## src/rtl/mux_sel_scheduler_pkg.sv

```systemverilog
// Shared types and defaults for the round-robin mux select scheduler.
package mux_sel_scheduler_pkg;

  typedef enum logic [1:0] {
    ST_IDLE = 2'd0,
    ST_HOLD = 2'd1,
    ST_GAP  = 2'd2
  } state_e;

  localparam int DEF_N_SRC   = 5;
  localparam int DEF_SEL_W   = 3;
  localparam int DEF_DWELL_W = 4;

  // Last-owner reset value: the top index, so source 0 wins the first arbitration.
  function automatic int last_rst(input int n_src);
    return n_src - 1;
  endfunction

endpackage

```

## src/rtl/mux_sel_scheduler_if.sv

```systemverilog
// Requester / mux-facing bundle of the scheduler; master drives requests, slave is the scheduler.
interface mux_sel_scheduler_if #(
  parameter int N_SRC   = mux_sel_scheduler_pkg::DEF_N_SRC,
  parameter int SEL_W   = mux_sel_scheduler_pkg::DEF_SEL_W,
  parameter int DWELL_W = mux_sel_scheduler_pkg::DEF_DWELL_W
);
  logic [N_SRC-1:0]   req;
  logic [DWELL_W-1:0] dwell;
  logic               f_in;
  logic [N_SRC-1:0]   grant;
  logic [SEL_W-1:0]   sel;
  logic               busy;
  logic               sample_vld;
  logic               sample_data;
  logic [SEL_W-1:0]   sample_src;

  modport master (
    output req, dwell, f_in,
    input  grant, sel, busy, sample_vld, sample_data, sample_src
  );

  modport slave (
    input  req, dwell, f_in,
    output grant, sel, busy, sample_vld, sample_data, sample_src
  );
endinterface

```

## src/rtl/mux_sel_scheduler_rr_pick.sv

```systemverilog
// Combinational round-robin picker: rotate requests to start after the last owner,
// take the lowest set bit, then rotate the index back.
module rr_pick #(
  parameter int N_SRC = 5,
  parameter int SEL_W = 3
) (
  input  logic [N_SRC-1:0] req,
  input  logic [SEL_W-1:0] last,
  output logic             any,
  output logic [SEL_W-1:0] win_idx,
  output logic [N_SRC-1:0] win_onehot
);
  localparam int IW = $clog2(2 * N_SRC);

  logic [SEL_W-1:0]   start;
  logic [2*N_SRC-1:0] req_dbl;
  logic [N_SRC-1:0]   rot;
  logic [SEL_W-1:0]   off;
  logic [SEL_W:0]     sum;

  assign start   = (last >= SEL_W'(N_SRC - 1)) ? '0 : last + SEL_W'(1);
  assign req_dbl = {req, req};
  assign any     = |req;

  always_comb begin
    rot = '0;
    for (int i = 0; i < N_SRC; i++) begin
      rot[i] = req_dbl[IW'(start) + IW'(i)];
    end
  end

  // Descending scan so the lowest set bit of the rotated vector wins.
  always_comb begin
    off = '0;
    for (int i = N_SRC - 1; i >= 0; i--) begin
      if (rot[i]) off = SEL_W'(i);
    end
  end

  assign sum        = {1'b0, start} + {1'b0, off};
  assign win_idx    = (sum >= (SEL_W+1)'(N_SRC)) ? SEL_W'(sum - (SEL_W+1)'(N_SRC))
                                                 : sum[SEL_W-1:0];
  assign win_onehot = any ? (N_SRC'(1) << win_idx) : '0;

endmodule

```

## src/rtl/mux_sel_scheduler.sv

```systemverilog
// Arbitrates five requesters onto a shared mux select, holds each grant for a dwell
// window, and captures the mux output at the end of every completed window.
module mux_sel_scheduler
  import mux_sel_scheduler_pkg::*;
#(
  parameter int N_SRC   = DEF_N_SRC,
  parameter int SEL_W   = DEF_SEL_W,
  parameter int DWELL_W = DEF_DWELL_W
) (
  input  logic               clk,
  input  logic               rst_n,
  mux_sel_scheduler_if.slave bus
);
  localparam logic [SEL_W-1:0] LAST_RST = SEL_W'(last_rst(N_SRC));

  state_e             state_q, state_d;
  logic [DWELL_W-1:0] cnt_q, cnt_d;
  logic [SEL_W-1:0]   last_q, last_d;
  logic [N_SRC-1:0]   grant_q, grant_d;
  logic [SEL_W-1:0]   sel_q, sel_d;
  logic               busy_q, busy_d;
  logic               sample_vld_q, sample_vld_d;
  logic               sample_data_q, sample_data_d;
  logic [SEL_W-1:0]   sample_src_q, sample_src_d;

  logic               pick_any;
  logic [SEL_W-1:0]   pick_idx;
  logic [N_SRC-1:0]   pick_onehot;
  logic               owner_req;
  logic [DWELL_W-1:0] cnt_load;

  rr_pick #(.N_SRC(N_SRC), .SEL_W(SEL_W)) u_pick (
    .req        (bus.req),
    .last       (last_q),
    .any        (pick_any),
    .win_idx    (pick_idx),
    .win_onehot (pick_onehot)
  );

  assign owner_req = |(bus.req & grant_q);
  assign cnt_load  = (bus.dwell == '0) ? '0 : bus.dwell - DWELL_W'(1);

  always_comb begin
    state_d       = state_q;
    cnt_d         = cnt_q;
    last_d        = last_q;
    grant_d       = grant_q;
    sel_d         = sel_q;
    sample_vld_d  = 1'b0;
    sample_data_d = sample_data_q;
    sample_src_d  = sample_src_q;
    case (state_q)
      ST_HOLD: begin
        if (!owner_req) begin
          grant_d = '0;
          state_d = ST_GAP;
        end else if (cnt_q == '0) begin
          grant_d       = '0;
          sample_vld_d  = 1'b1;
          sample_data_d = bus.f_in;
          sample_src_d  = sel_q;
          state_d       = ST_GAP;
        end else begin
          cnt_d = cnt_q - DWELL_W'(1);
        end
      end
      // IDLE and GAP arbitrate identically; sel is left alone unless a new grant lands.
      default: begin
        if (pick_any) begin
          grant_d = pick_onehot;
          sel_d   = pick_idx;
          last_d  = pick_idx;
          cnt_d   = cnt_load;
          state_d = ST_HOLD;
        end else begin
          grant_d = '0;
          state_d = ST_IDLE;
        end
      end
    endcase
    busy_d = (state_d == ST_HOLD);
  end

  always_ff @(posedge clk or negedge rst_n) begin
    if (!rst_n) begin
      state_q       <= ST_IDLE;
      cnt_q         <= '0;
      last_q        <= LAST_RST;
      grant_q       <= '0;
      sel_q         <= '0;
      busy_q        <= 1'b0;
      sample_vld_q  <= 1'b0;
      sample_data_q <= 1'b0;
      sample_src_q  <= '0;
    end else begin
      state_q       <= state_d;
      cnt_q         <= cnt_d;
      last_q        <= last_d;
      grant_q       <= grant_d;
      sel_q         <= sel_d;
      busy_q        <= busy_d;
      sample_vld_q  <= sample_vld_d;
      sample_data_q <= sample_data_d;
      sample_src_q  <= sample_src_d;
    end
  end

  assign bus.grant       = grant_q;
  assign bus.sel         = sel_q;
  assign bus.busy        = busy_q;
  assign bus.sample_vld  = sample_vld_q;
  assign bus.sample_data = sample_data_q;
  assign bus.sample_src  = sample_src_q;

endmodule

```

## src/flat_wrapper.sv

```systemverilog
// flat-port wrapper written by rule: the top's interface ports become plain ports
module mux_sel_scheduler_flat import mux_sel_scheduler_pkg::*;
#(
  parameter int N_SRC   = DEF_N_SRC,
  parameter int SEL_W   = DEF_SEL_W,
  parameter int DWELL_W = DEF_DWELL_W
)
  (clk, rst_n, bus_req, bus_dwell, bus_f_in, bus_grant, bus_sel, bus_busy, bus_sample_vld, bus_sample_data, bus_sample_src);
  mux_sel_scheduler_if #(.N_SRC(N_SRC), .SEL_W(SEL_W), .DWELL_W(DWELL_W)) bus_i ();
  input  logic clk;
  input  logic rst_n;
  input wire logic [$bits(bus_i.req)-1:0] bus_req;
  input wire logic [$bits(bus_i.dwell)-1:0] bus_dwell;
  input wire logic [$bits(bus_i.f_in)-1:0] bus_f_in;
  output wire logic [$bits(bus_i.grant)-1:0] bus_grant;
  output wire logic [$bits(bus_i.sel)-1:0] bus_sel;
  output wire logic [$bits(bus_i.busy)-1:0] bus_busy;
  output wire logic [$bits(bus_i.sample_vld)-1:0] bus_sample_vld;
  output wire logic [$bits(bus_i.sample_data)-1:0] bus_sample_data;
  output wire logic [$bits(bus_i.sample_src)-1:0] bus_sample_src;
  assign bus_i.req = bus_req;
  assign bus_i.dwell = bus_dwell;
  assign bus_i.f_in = bus_f_in;
  assign bus_grant = bus_i.grant;
  assign bus_sel = bus_i.sel;
  assign bus_busy = bus_i.busy;
  assign bus_sample_vld = bus_i.sample_vld;
  assign bus_sample_data = bus_i.sample_data;
  assign bus_sample_src = bus_i.sample_src;
  mux_sel_scheduler #(.N_SRC(N_SRC), .SEL_W(SEL_W), .DWELL_W(DWELL_W)) u_core (.clk(clk), .rst_n(rst_n), .bus(bus_i));
endmodule
```

## config.mk

```make
export PLATFORM = sky130hd
export DESIGN_NAME = mux_sel_scheduler_flat
export DESIGN_NICKNAME = d
export VERILOG_FILES = /design/src/rtl/mux_sel_scheduler_pkg.sv /design/src/rtl/mux_sel_scheduler_if.sv /design/src/rtl/mux_sel_scheduler_rr_pick.sv /design/src/rtl/mux_sel_scheduler.sv /design/src/flat_wrapper.sv
export SDC_FILE = /design/constraint.sdc
export NUM_CORES = 1
export LEC_CHECK = 0
export BUFFER_PORTS_ARGS = -buffer_cell sky130_fd_sc_hd__buf_2
export CORE_MARGIN = 2
export CORE_UTILIZATION = 55
export CTS_BUF_LIST = sky130_fd_sc_hd__clkbuf_16
export DETAILED_ROUTE_END_ITERATION = 8
export PLACE_DENSITY = 0.76
export SLEW_MARGIN = 10
export SYNTH_ARGS = -nofsm -noshare
export SYNTH_HDL_FRONTEND = slang
export SYNTH_HIERARCHICAL = 1
export SYNTH_SLANG_ARGS = --single-unit
export TNS_END_PERCENT = 10
```

## constraint.sdc

```tcl
create_clock -name clk -period 6.7 [get_ports clk]
set_input_delay 0.335 -clock clk [delete_from_list [all_inputs] [get_ports clk]]
set_output_delay 0.335 -clock clk [all_outputs]
set_load 0.005 [all_outputs]
```

Yosys cells after proc, flatten, opt, wreduce, memory -nomap -nowiden
Cells that the tools add are included.
Widths: inputs -> output; s select.
{ "word_totals": {"output_inout_bits": 14, "input_bits": 12, "regBits": 23, "wordCells": 74} }
{ "op_classes": {"n_reduce_logical": 8, "addsub": 9, "mux": 33, "magnitude_cmp": 7, "bitwise": 2, "n_eq_ne": 5, "shift": 1} }
{ "ops": {"columns": ["op", "count"], "rows": [
  ["$mux 3", 7],
  ["$lt 4x5->1 const B", 4],
  ["$mux 4", 5],
  ["$mux 5", 4],
  ["$bmux 1 s4", 4],
  ["$reduce_or 5->1", 2],
  ["$mux 1", 9],
  ["$add 3x2->4 const B", 2],
  ["$logic_not 4->1", 2],
  ["$sub 4x1->4 const B", 2],
  ["$mux 2", 3],
  ["$reduce_and 3->1", 2],
  ["$and 5x5->5", 1],
  ["$lt 3x5->1 const B", 1],
  ["$shl 1x3->5 const A", 1],
  ["$add 3x1->4 const B", 1],
  ["$add 3x3->4", 1],
  ["$add 3x3->4 const B", 1],
  ["$eq 2x1->1 const B", 2],
  ["$ge 4x3->1 const B", 1],
  ["$add 3x1->3 const B", 1],
  ["$bmux 1 s3", 1],
  ["$ge 3x3->1 const B", 1],
  ["$ne 3x3->1 const B", 1],
  ["other kinds (6)", 6]
]} }

Logic depth before layout (Yosys ltp)
Gate-level depths: netlist of the first run.
{ "depth": {"ltp_word": 16, "ltp_mapped": 25, "ltp_nobuf": 22} }

By module
The synthesis of the first run kept the hierarchy.
{ "modules_own_cells": {"columns": ["module", "seq_area_each_um2", "cells_per_inst", "instances", "area_each_um2"], "rows": [
  ["rr_pick", 0.0, 134, 1, 1033.5],
  ["mux_sel_scheduler", 526.8, 88, 1, 969.7]
]} }

Least setup slack after synthesis of the first run
No wires, ideal clock.
{ "synth_path": {"path_type": "register to register", "start": "register u_core.last_q[0]", "end": "register u_core.grant_q[2], in the netlist u_core/bus.grant[2]", "period_less_slack_ps": 5578, "n_path_buf": 3, "setup_time_ps": 65, "path_slack_ps": 1122, "required_time_ps": 6635, "arrival_ps": 5512, "path_stages_with_launch": 24, "cell_sequence": "dfrtp_1 > inv_1 > ha_1 > buf_4 > nor2b_1 > inv_1 > ha_1 > clkbuf_1 > nor2b_1 > a311o_2 > o22a_1 > nand2_1 > a41oi_1 > ha_1 > fa_1 > inv_1 > ha_1 > or2b_1 > a211oi_1 > mux2i_4 > and2_1 > buf_4 > a2111oi_1 > a22o_2"} }
{ "synth_between": {"elab_chain_len": 16} }
{ "synth_rtl": {"columns": ["item", "line", "source"], "rows": [
  ["start: declaration", "mux_sel_scheduler.sv:18", "logic [SEL_W-1:0] last_q, last_d;"],
  ["start signal: assignment", "mux_sel_scheduler.sv:98", "last_q <= last_d;"],
  ["$add 3x1->3 or $ge 3x3->1 (tied branches)", "mux_sel_scheduler_rr_pick.sv:21", "assign start = (last >= SEL_W'(N_SRC - 1)) ? '0 : last + SEL_W'(1);"],
  ["$mux 3 (*)", "mux_sel_scheduler_rr_pick.sv:21", null],
  ["$add 3x3->4", "mux_sel_scheduler_rr_pick.sv:28", "rot[i] = req_dbl[IW'(start) + IW'(i)];"],
  ["$bmux 1 s4", "mux_sel_scheduler_rr_pick.sv:28", null],
  ["$mux 1 (implied by the code)", "mux_sel_scheduler_rr_pick.sv:28", null],
  ["$mux 3 (5 in a row)", "mux_sel_scheduler_rr_pick.sv:36", "if (rot[i]) off = SEL_W'(i);"],
  ["$add 3x3->4 (*)", "mux_sel_scheduler_rr_pick.sv:40", "assign sum = {1'b0, start} + {1'b0, off};"],
  ["$ge 4x3->1 or $sub 3x3->3 (tied branches)", "mux_sel_scheduler_rr_pick.sv:41", "assign win_idx = (sum >= (SEL_W+1)'(N_SRC)) ? SEL_W'(sum - (SEL_W+1)'(N_SRC))"],
  ["$mux 3 (*)", "mux_sel_scheduler_rr_pick.sv:41", null],
  ["$shl 1x3->5 (*)", "mux_sel_scheduler_rr_pick.sv:43", "assign win_onehot = any ? (N_SRC'(1) << win_idx) : '0;"],
  ["via u_core.pick_onehot[2]", "mux_sel_scheduler.sv:28", "logic [N_SRC-1:0] pick_onehot;"],
  ["$mux 5 (*)", "mux_sel_scheduler.sv:69", "if (pick_any) begin"],
  ["$mux 5 (*)", "mux_sel_scheduler.sv:52", "case (state_q)"],
  ["end signal: assignment", "mux_sel_scheduler.sv:99", "grant_q <= grant_d;"],
  ["end: declaration", "mux_sel_scheduler.sv:19", "logic [N_SRC-1:0] grant_q, grant_d;"]
]} }
The timed path passes the listed nets; every way through them passes the cells marked *. The select of a mux whose other input is x is not followed.
A chain may end at the register's enable or synchronous reset.

Worst setup path after layout of the first run
{ "layout_path": {"start": "register u_core.last_q[0]", "end": "register u_core.grant_q[3], in the netlist u_core/bus.grant[3]"} }
Same word-level chain as after synthesis.

==> results.cfg, run 1 <==
[status]
outcome = completed

[route]
via_per_inst = 6.10
drt-total-wl_um = 4350
wl_per_cell_um = 15.4
vias = 1721
drtIter0Drc = 208
route.detailed.drc = 0
ant_nets = 0
drtPass1Iterations = 4

[clock_network]
cts_resized = 0
cts_buffers = 3
postCtsSetupBuffers = 0
cts_tree = built
cts_buffer_depth = 2
cts.htree.levels = 1
clock-sinks = 21
cts_hold_buf = 0
clkLatencyLatePin_ps = 250
clkTransAtPathRegs_ps = 60
clock-root-buffer = clkbuf_16

[synth]
synthDistinctLibCells = 67
ys_seq_area_frac = 0.263
synthesis.nets = 244
synth_area_sq_um = 2000
async_reset_ff_frac = 1.00
syn-instance-count = 222
synth.largest_area_cell = dfrtp_1
synth_area_leaders = dfrtp_1 25%, ha_1 5.6%, nand2_1 5.1%
synth-edff-count = 0
syn_area_per_cell_sq_um = 9.02
synth-main-ff-cell = dfrtp_1
yosysWarnings = 6
synth_seq_cells = 21
netlist.area_leader.share = 0.250

[setup_path]
worstPathArrival_ps = 6290
path_max_fanout = 20
crit_type = reg2reg
end_kind = flop
critPathCapture = u_core/bus.grant[3]
crit_required_ps = 6890
rrSetupSlack_ps = 600
startpoint = u_core/last_q[0]
timing.rr.start = u_core/last_q[0]
reg2regPathDepth = 21
timing.rr.end = u_core/bus.grant[3]
start_kind = flop

[timing]
tightest_slew_ps = 601
slew_violations = 0
finalSetupTns_ps = 0
finalCriticalPeriod_ps = 6100
min_period_over_period = 0.911
setup_viol = 0
fmax_mhz = 164
relSlewSlack = 0.598
skew_ps = 2.21
hold_violations = 0
rsz0062_at_grt = false

[floorplan]
rows = 21
fp.dieH_um = 64.4
die_w_um = 64.4
core_area_sq_um = 3420
start_util = 0.586
dieArea_sq_um = 4140
pin_count = 26

[layout]
fillCellCount = 295
drive_gt1_frac = 0.250
fin_nets = 259
final_common_cell = nand2_1
antenna_cells = 0
area_growth_pct = 7.87
layout_common_cells = 27 x nand2_1, 25 x buf_2, 20 x dfrtp_1

[grt]
grt_usage = 0.223
grt_antenna_before_repair = 0
grt_max_degree = 22
gr-total-overflow = 0
first_global_vias = 1601
grt_pass1_wl_um = 7470

[placed_design]
numPortBuffers = 25
hpwl_um = 3150
globalplace.congestion = 0.801

[job]
drv_cap = 0

[hold_path]
hold_class = in2async
==> final cells by class <==
cell class                 instances  area (sq um)  share of cell area
timing repair buffer              26           133              0.0614
sequential                        21           527               0.244
clock inverter                     1          5.00             0.00232
clock buffer                       3          75.1              0.0347
inverter                          13          48.8              0.0226
multi-input combinational        172          1320               0.609
tap                               46          57.6              0.0266
==> registers in the layout (all words and copies together), names as in the netlist <==
| signal | flops |
|---|---|
| u_core/last_q | 3 |
| u_core/cnt_q | 4 |
| u_core/bus.busy | 1 |
| u_core/bus.sel | 1 |
| u_core/state_q | 2 |
| u_core/bus.sample_vld | 1 |
| u_core/bus.sample_src | 3 |
| u_core/bus.grant | 5 |
| u_core/bus.sample_data | 1 |
==> per-layer routing <==
metal  GRT usage  vias to the layer above  share of wire
li1            -                      855              -
met1       0.316                      813           0.49
met2       0.368                       49           0.46
met3      0.0370                        4          0.050
met4      0.0293                        0         0.0067
met5           0                        -              0
==> critical path, cell delays in order (launching register included) <==
cell and delay (ps):
dfrtp_1 320, buf_4 220, inv_1 130, ha_1 640, nor2b_1 470, inv_1 90
ha_1 420, nor2b_1 200, a311o_2 390, o22a_1 190, nand2_1 80, a41oi_1 100
ha_1 240, fa_1 500, inv_1 140, ha_1 250, or2b_1 280, a211oi_1 370
mux2i_4 160, and2_1 260, a2111oi_1 380, a22o_2 210
==> through the flow <==
stage,area (sq um),hold WS (ps),utilization,setup slack (ps),instances
6_report,2160,33.4,0.633,598,282
3_5_place_dp,2080,312,0.609,657,278
5_1_grt,2160,64.1,0.633,125,282
4_1_cts,2160,42.6,0.633,625,282
2_1_floorplan,2000,39.4,-,1120,222
3_3_place_gp,2080,312,0.609,801,278
==> cells in the mapped netlist (2+ instances only) <==
cell type	n
nor2_1	9
mux2_4	2
a2111oi_2	2
a211oi_1	2
o22ai_1	4
o22a_1	2
a2111oi_1	2
ha_1	9
a31oi_1	2
or2b_1	2
mux2_2	5
a22oi_1	4
o221ai_1	2
buf_4	5
nand3b_1	2
a21oi_1	11
nand2_1	27
and2_1	3
xnor2_1	3
buf_2	3
o21ai_1	2
a22o_2	5
or2_2	2
or3_1	3
buf_6	4
inv_1	12
nand4b_4	2
a21o_1	2
nor3b_1	2
or2_1	2
mux2i_1	8
o21ai_0	8
nand3_1	3
nor2b_1	5
nor3_1	3
a41oi_1	2
dfrtp_1	20
nor4_1	2
clkbuf_1	4
nand2b_1	3
==> cell families after synthesis <==
| kind of cell | share of synthesized area |
|---|---|
| AO/OA/AOI/OAI | 0.263 |
| XOR/XNOR | 0.0131 |
| adder cells (fa/ha/maj) | 0.0662 |
| buffers and inverters | 0.0806 |
| flip-flops | 0.263 |
| multiplexers | 0.0943 |
| AND/OR/NAND/NOR | 0.220 |
==> how the worst min path moves through the flow <==
stage,startpoint,endpoint,slack (ps),depth (start not counted)
after floorplan,rst_n,u_core/bus.busy,40,0
after global placement,rst_n,u_core/bus.sample_src[1],310,1
after detailed placement,rst_n,u_core/bus.sample_vld,310,1
after CTS,rst_n,u_core/bus.sample_vld,40,1
after global routing,rst_n,u_core/bus.sample_vld,60,1
final,rst_n,u_core/bus.sample_vld,30,1
Power of run 1 is left out: the tool's default activity adds up to more than one toggle a clock period on the data nets, which glitch-free logic cannot reach.
==> run 2, diff against run 1 <==
--- a/config.mk
+++ b/config.mk
@@ -16,4 +16,4 @@
 export SYNTH_HDL_FRONTEND = slang
 export SYNTH_HIERARCHICAL = 1
 export SYNTH_SLANG_ARGS = --single-unit
-export TNS_END_PERCENT = 10
+export TNS_END_PERCENT = 5
==> constraint.sdc (replaced) <==
create_clock -name clk -period 6.8 [get_ports clk]
set_input_delay 0.34 -clock clk [delete_from_list [all_inputs] [get_ports clk]]
set_output_delay 0.34 -clock clk [all_outputs]
set_load 0.005 [all_outputs]
==> run 2 against run 1 <==
Effect of this change: critical endpoint is now u_core/bus.grant[1]; non-clock buffer count increased by 1; maximum frequency increased by 10%; wire length fell by 0.12%; first-iteration DRC count fell by 37%; design area up 0.35%; critical path depth decreased by 1; flip-flop and latch count unchanged; sequential share of layout area decreased by 0.084 points.
==> results.cfg, run 2 (synthesis results as in run 1) <==
[status]
outcome = completed

[route]
via_per_inst = 6.20
route.detailed.drc = 0
drtPass1Iterations = 4
ant_nets = 0
vias = 1755
drt-total-wl_um = 4340
wl_per_cell_um = 15.3
drtIter0Drc = 131

[clock_network]
cts_buffer_depth = 2
cts_tree = built
clkTransAtPathRegs_ps = 60
clock-sinks = 21
cts_hold_buf = 0
postCtsSetupBuffers = 0
clkLatencyLatePin_ps = 250
clock-root-buffer = clkbuf_16
cts_resized = 0
cts.htree.levels = 1
cts_buffers = 3

[setup_path]
crit_path_top_delay_cell = fa_1
path_max_fanout = 9
slowest_delay_ps = 510
timing.rr.start = u_core/last_q[0]
start_kind = flop
startpoint = u_core/last_q[0]
worstPathArrival_ps = 5730
path_cells = inv_1 > ha_1 > nor2b_1 > inv_1 > ha_1 > nor2b_1 > a311o_2 > o22a_1 > nand2_1 > a41oi_1 > ha_1 > fa_1 > inv_1 > ha_1 > or2b_1 > a211oi_1 > mux2i_4 > and2_1 > a2111oi_2 > a22o_2
crit_required_ps = 6990
crit_type = reg2reg
worst_path_most_repeated_cell = ha_1
end_kind = flop

[floorplan]
pin_count = 26
fp.dieH_um = 64.4
start_util = 0.586
rows = 21
die_w_um = 64.4
dieArea_sq_um = 4140
core_area_sq_um = 3420

[layout]
antenna_cells = 0
fillCellCount = 288
largest_reg_flops = 5
multi_input_area_sq_um = 1320
regArea_sq_um = 527
fin_nets = 260
layout_common_cells = 27 x nand2_1, 25 x buf_2, 20 x dfrtp_1
drive_gt1_frac = 0.253
area_growth_pct = 8.24
final_common_cell = nand2_1

[placed_design]
hpwl_um = 3120
globalplace.congestion = 0.831
numPortBuffers = 25

[timing]
rsz0062_at_grt = false
skew_ps = 5.20
slew_violations = 0
finalSetupTns_ps = 0
tightest_slew_ps = 625
hold_violations = 0
relSlewSlack = 0.583
min_period_over_period = 0.814
fmax_mhz = 181
finalCriticalPeriod_ps = 5540
setup_viol = 0

[hold_path]
hold_class = in2async

[grt]
first_global_vias = 1539
gr-total-overflow = 0
grt_pass1_wl_um = 7200
grt_max_degree = 22
grt_usage = 0.219
grt_antenna_before_repair = 0

[job]
drv_cap = 0
## run 2: changes by cell type in the layout (fill, tap and decap cells not counted)
cell and delta:
buf_4 +1
## run 2: critical path, delay by kind of cell, from the launching register on
| kind | cells | cell delay (ps) |
|---|---|---|
| mux | 1 | 160 |
| flops | 1 | 350 |
| fa+ha+maj | 5 | 1720 |
| compound gates | 6 | 1660 |
| simple gates | 5 | 1260 |
| buf+inv | 3 | 330 |
## run 2: worst paths after layout
path                                            end  depth (start not counted)  slack (ps)
setup / recovery                u_core/bus.grant[1]                         20        1260
hold / removal                      u_core/bus.busy                          1          40
setup reg to reg                u_core/bus.grant[1]                         20        1260
hold reg to reg            u_core/bus.sample_src[2]                          1         510
max in group asynchronous          u_core/last_q[2]                          1        6420
min in group clk             u_core/bus.sample_data                          2         330
## run 2: area by class of cell
class / instances / area share
Sequential cell: 21 / 0.243
Multi-Input combinational cell: 172 / 0.606
Clock inverter: 1 / 0.00231
Timing Repair Buffer: 27 / 0.0646
Inverter: 13 / 0.0225
Clock buffer: 3 / 0.0346
Tap cell: 46 / 0.0265
## run 2: metrics by stage
step           hold slack (ps)  cell area (sq um)  worst slack (ps)  cells   util
2_1_floorplan             44.4               2000              1220    222      -
3_3_place_gp               320               2090              1470    279  0.611
3_5_place_dp               319               2090              1330    279  0.611
4_1_cts                   47.7               2170              1300    283  0.635
5_1_grt                   81.9               2170               814    283  0.635
6_report                  37.8               2170              1260    283  0.635
## run 2: routing by layer
metal | share of wire | up-vias | GRT usage
met2 | 0.47 | 44 | 0.366
met5 | 0 | - | 0
li1 | - | 858 | -
met4 | 0.0039 | 0 | 0.0452
met1 | 0.48 | 851 | 0.302
met3 | 0.045 | 2 | 0.0299
Power of run 2 is left out for the same reason.
==> run 3, diff against run 2 <==
--- a/config.mk
+++ b/config.mk
@@ -7,10 +7,10 @@
 export LEC_CHECK = 0
 export BUFFER_PORTS_ARGS = -buffer_cell sky130_fd_sc_hd__buf_2
 export CORE_MARGIN = 2
-export CORE_UTILIZATION = 55
+export CORE_UTILIZATION = 53
 export CTS_BUF_LIST = sky130_fd_sc_hd__clkbuf_16
 export DETAILED_ROUTE_END_ITERATION = 8
-export PLACE_DENSITY = 0.76
+export PLACE_DENSITY = 0.77
 export SLEW_MARGIN = 10
 export SYNTH_ARGS = -nofsm -noshare
 export SYNTH_HDL_FRONTEND = slang
==> constraint.sdc (replaced) <==
create_clock -name clk -period 4.5 [get_ports clk]
set_input_delay 0.225 -clock clk [delete_from_list [all_inputs] [get_ports clk]]
set_output_delay 0.225 -clock clk [all_outputs]
set_load 0.005 [all_outputs]
==> run 3 against run 2 <==
Effect of this change: core utilization rose by 6.6 points; count of clock-buffer cells in the layout did not move; critical endpoint is now u_core/bus.grant[3]; final cell count rose by 11%; die area rose by 3.5%; maximum frequency rose by 24%; sequential share of layout area fell by 3.7 points; global-route usage rose by 1.7 points; wire length rose by 13%; critical path depth did not move; flip-flop and latch count did not move; design area rose by 18%; hold slack improved by 160 ps.
==> results.cfg, run 3 (synthesis results as in run 1) <==
[clock_network]
clkTransAtPathRegs_ps = 60
clock-root-buffer = clkbuf_16
cts_buffers = 3
cts_buffer_depth = 2
cts_tree = built
clkLatencyLatePin_ps = 260
cts.htree.levels = 1
clock-sinks = 21

[layout]
fin_util = 0.701
fin_cells = 313
layout_common_cells = 28 x buf_4, 27 x nand2_1, 25 x buf_2
fillCellCount = 285
largest_reg_flops = 5
final_common_cell = buf_4
multi_input_area_sq_um = 1490
area_growth_pct = 28.0
fin_nets = 288
drive_gt1_frac = 0.426
antenna_cells = 0
regArea_sq_um = 528

[route]
drtPass1Iterations = 4
route.detailed.drc = 0
wl_per_cell_um = 15.7
drtIter0Drc = 64
ant_nets = 0
via_per_inst = 5.90
drt-total-wl_um = 4900
vias = 1848

[timing]
finalSetupTns_ps = 0
relSlewSlack = 0.554
min_period_over_period = 0.994
fmax_mhz = 224
fin_ws_ps = 28.6
slew_violations = 0
hold_violations = 0
skew_ps = 3.94
setup_viol = 0
rsz0062_at_grt = true
finalCriticalPeriod_ps = 4470
tightest_slew_ps = 667

[setup_path]
crit_required_ps = 4650
start_kind = flop
path_max_fanout = 8
cpLargestDelayFamily = compound AO/OA/AOI/OAI gates
crit_path_top_delay_cell = fa_1
worstPathArrival_ps = 4620
slowest_delay_ps = 580
path_cells = inv_2 > ha_4 > nor2b_4 > inv_2 > ha_4 > nor2b_4 > a311o_2 > o22a_1 > nand2_1 > a41oi_2 > ha_2 > fa_1 > inv_2 > ha_4 > or2b_1 > a211oi_2 > mux2i_4 > a22oi_1 > a2111oi_4 > a22o_2
critPathBufInv = 3
end_kind = flop
crit_type = reg2reg

[floorplan]
start_util = 0.547
core_area_sq_um = 3660
pin_count = 26
die_w_um = 65.5
fp.dieH_um = 65.5
dieArea_sq_um = 4290
rows = 22

[placed_design]
placed_cells = 301
globalplace.congestion = 0.880
pre_cts_ws_ps = -136
numPortBuffers = 25
hpwl_um = 3520

[grt]
grt_usage = 0.236
grt_max_degree = 22
gr-total-overflow = 0
first_global_vias = 1695
grt_antenna_before_repair = 0
grt_pass1_wl_um = 7890

[status]
outcome = completed

[hold_path]
hold_class = in2reg

[job]
drv_cap = 0
==> run 3: area by class of cell <==
class | instances | area share
multi-input cells | 172 | 0.581
flip-flops and latches | 21 | 0.206
repair buffers | 55 | 0.139
clock buffers | 3 | 0.0293
well taps | 48 | 0.0234
inverters | 13 | 0.0190
clock inverters | 1 | 0.00195
==> run 3: worst paths after layout <==
check	start	slack, ps	to	depth (start not counted)
worst min-delay path	bus_f_in	200	u_core/bus.sample_data	2
worst min register to register	u_core/bus.sample_src[1]	500	u_core/bus.sample_src[1]	1
min in group asynchronous	rst_n	460	u_core/bus.busy	2
worst max register to register	u_core/last_q[0]	30	u_core/bus.grant[3]	20
worst max-delay path	u_core/last_q[0]	30	u_core/bus.grant[3]	20
max in group asynchronous	rst_n	3690	u_core/last_q[0]	2
==> run 3: through the flow <==
step                      hold WS, ps  cell area [sq um]
after floorplan                 -70.6               2110
after global placement            200               2330
final                             201               2560
after CTS                         199               2450
after global routing              209               2560
after detailed placement          199               2330
==> run 3: per-layer routing <==
metal	part of all wire	up-vias	global-route usage
met5	0	-	0
met4	0.014	0	0.0651
met3	0.033	7	0.0205
met2	0.50	41	0.403
met1	0.45	891	0.320
li1	-	909	-
==> run 3: worst reg2reg max path: stages, from the launching register on <==
cell and delay, ps:
dfrtp_2 370, inv_2 50, ha_4 260, nor2b_4 150, inv_2 60, ha_4 250, nor2b_4 140, a311o_2 310
o22a_1 220, nand2_1 80, a41oi_2 90, ha_2 210, fa_1 580, inv_2 80, ha_4 150, or2b_1 260
a211oi_2 270, mux2i_4 150, a22oi_1 300, a2111oi_4 100, a22o_2 290
==> run 3: repair_timing <==
action | in CTS | in global routing
hold buffers | 1 | 0
setup buffers | 2 | 5
resized for setup | 3 | 14
pin swaps | 5 | 8
endpoints found under the setup margin | 7 | 7
cloned | 0 | 0
hold endpoints to repair | 20 | 0
Power of run 3 is left out for the same reason.
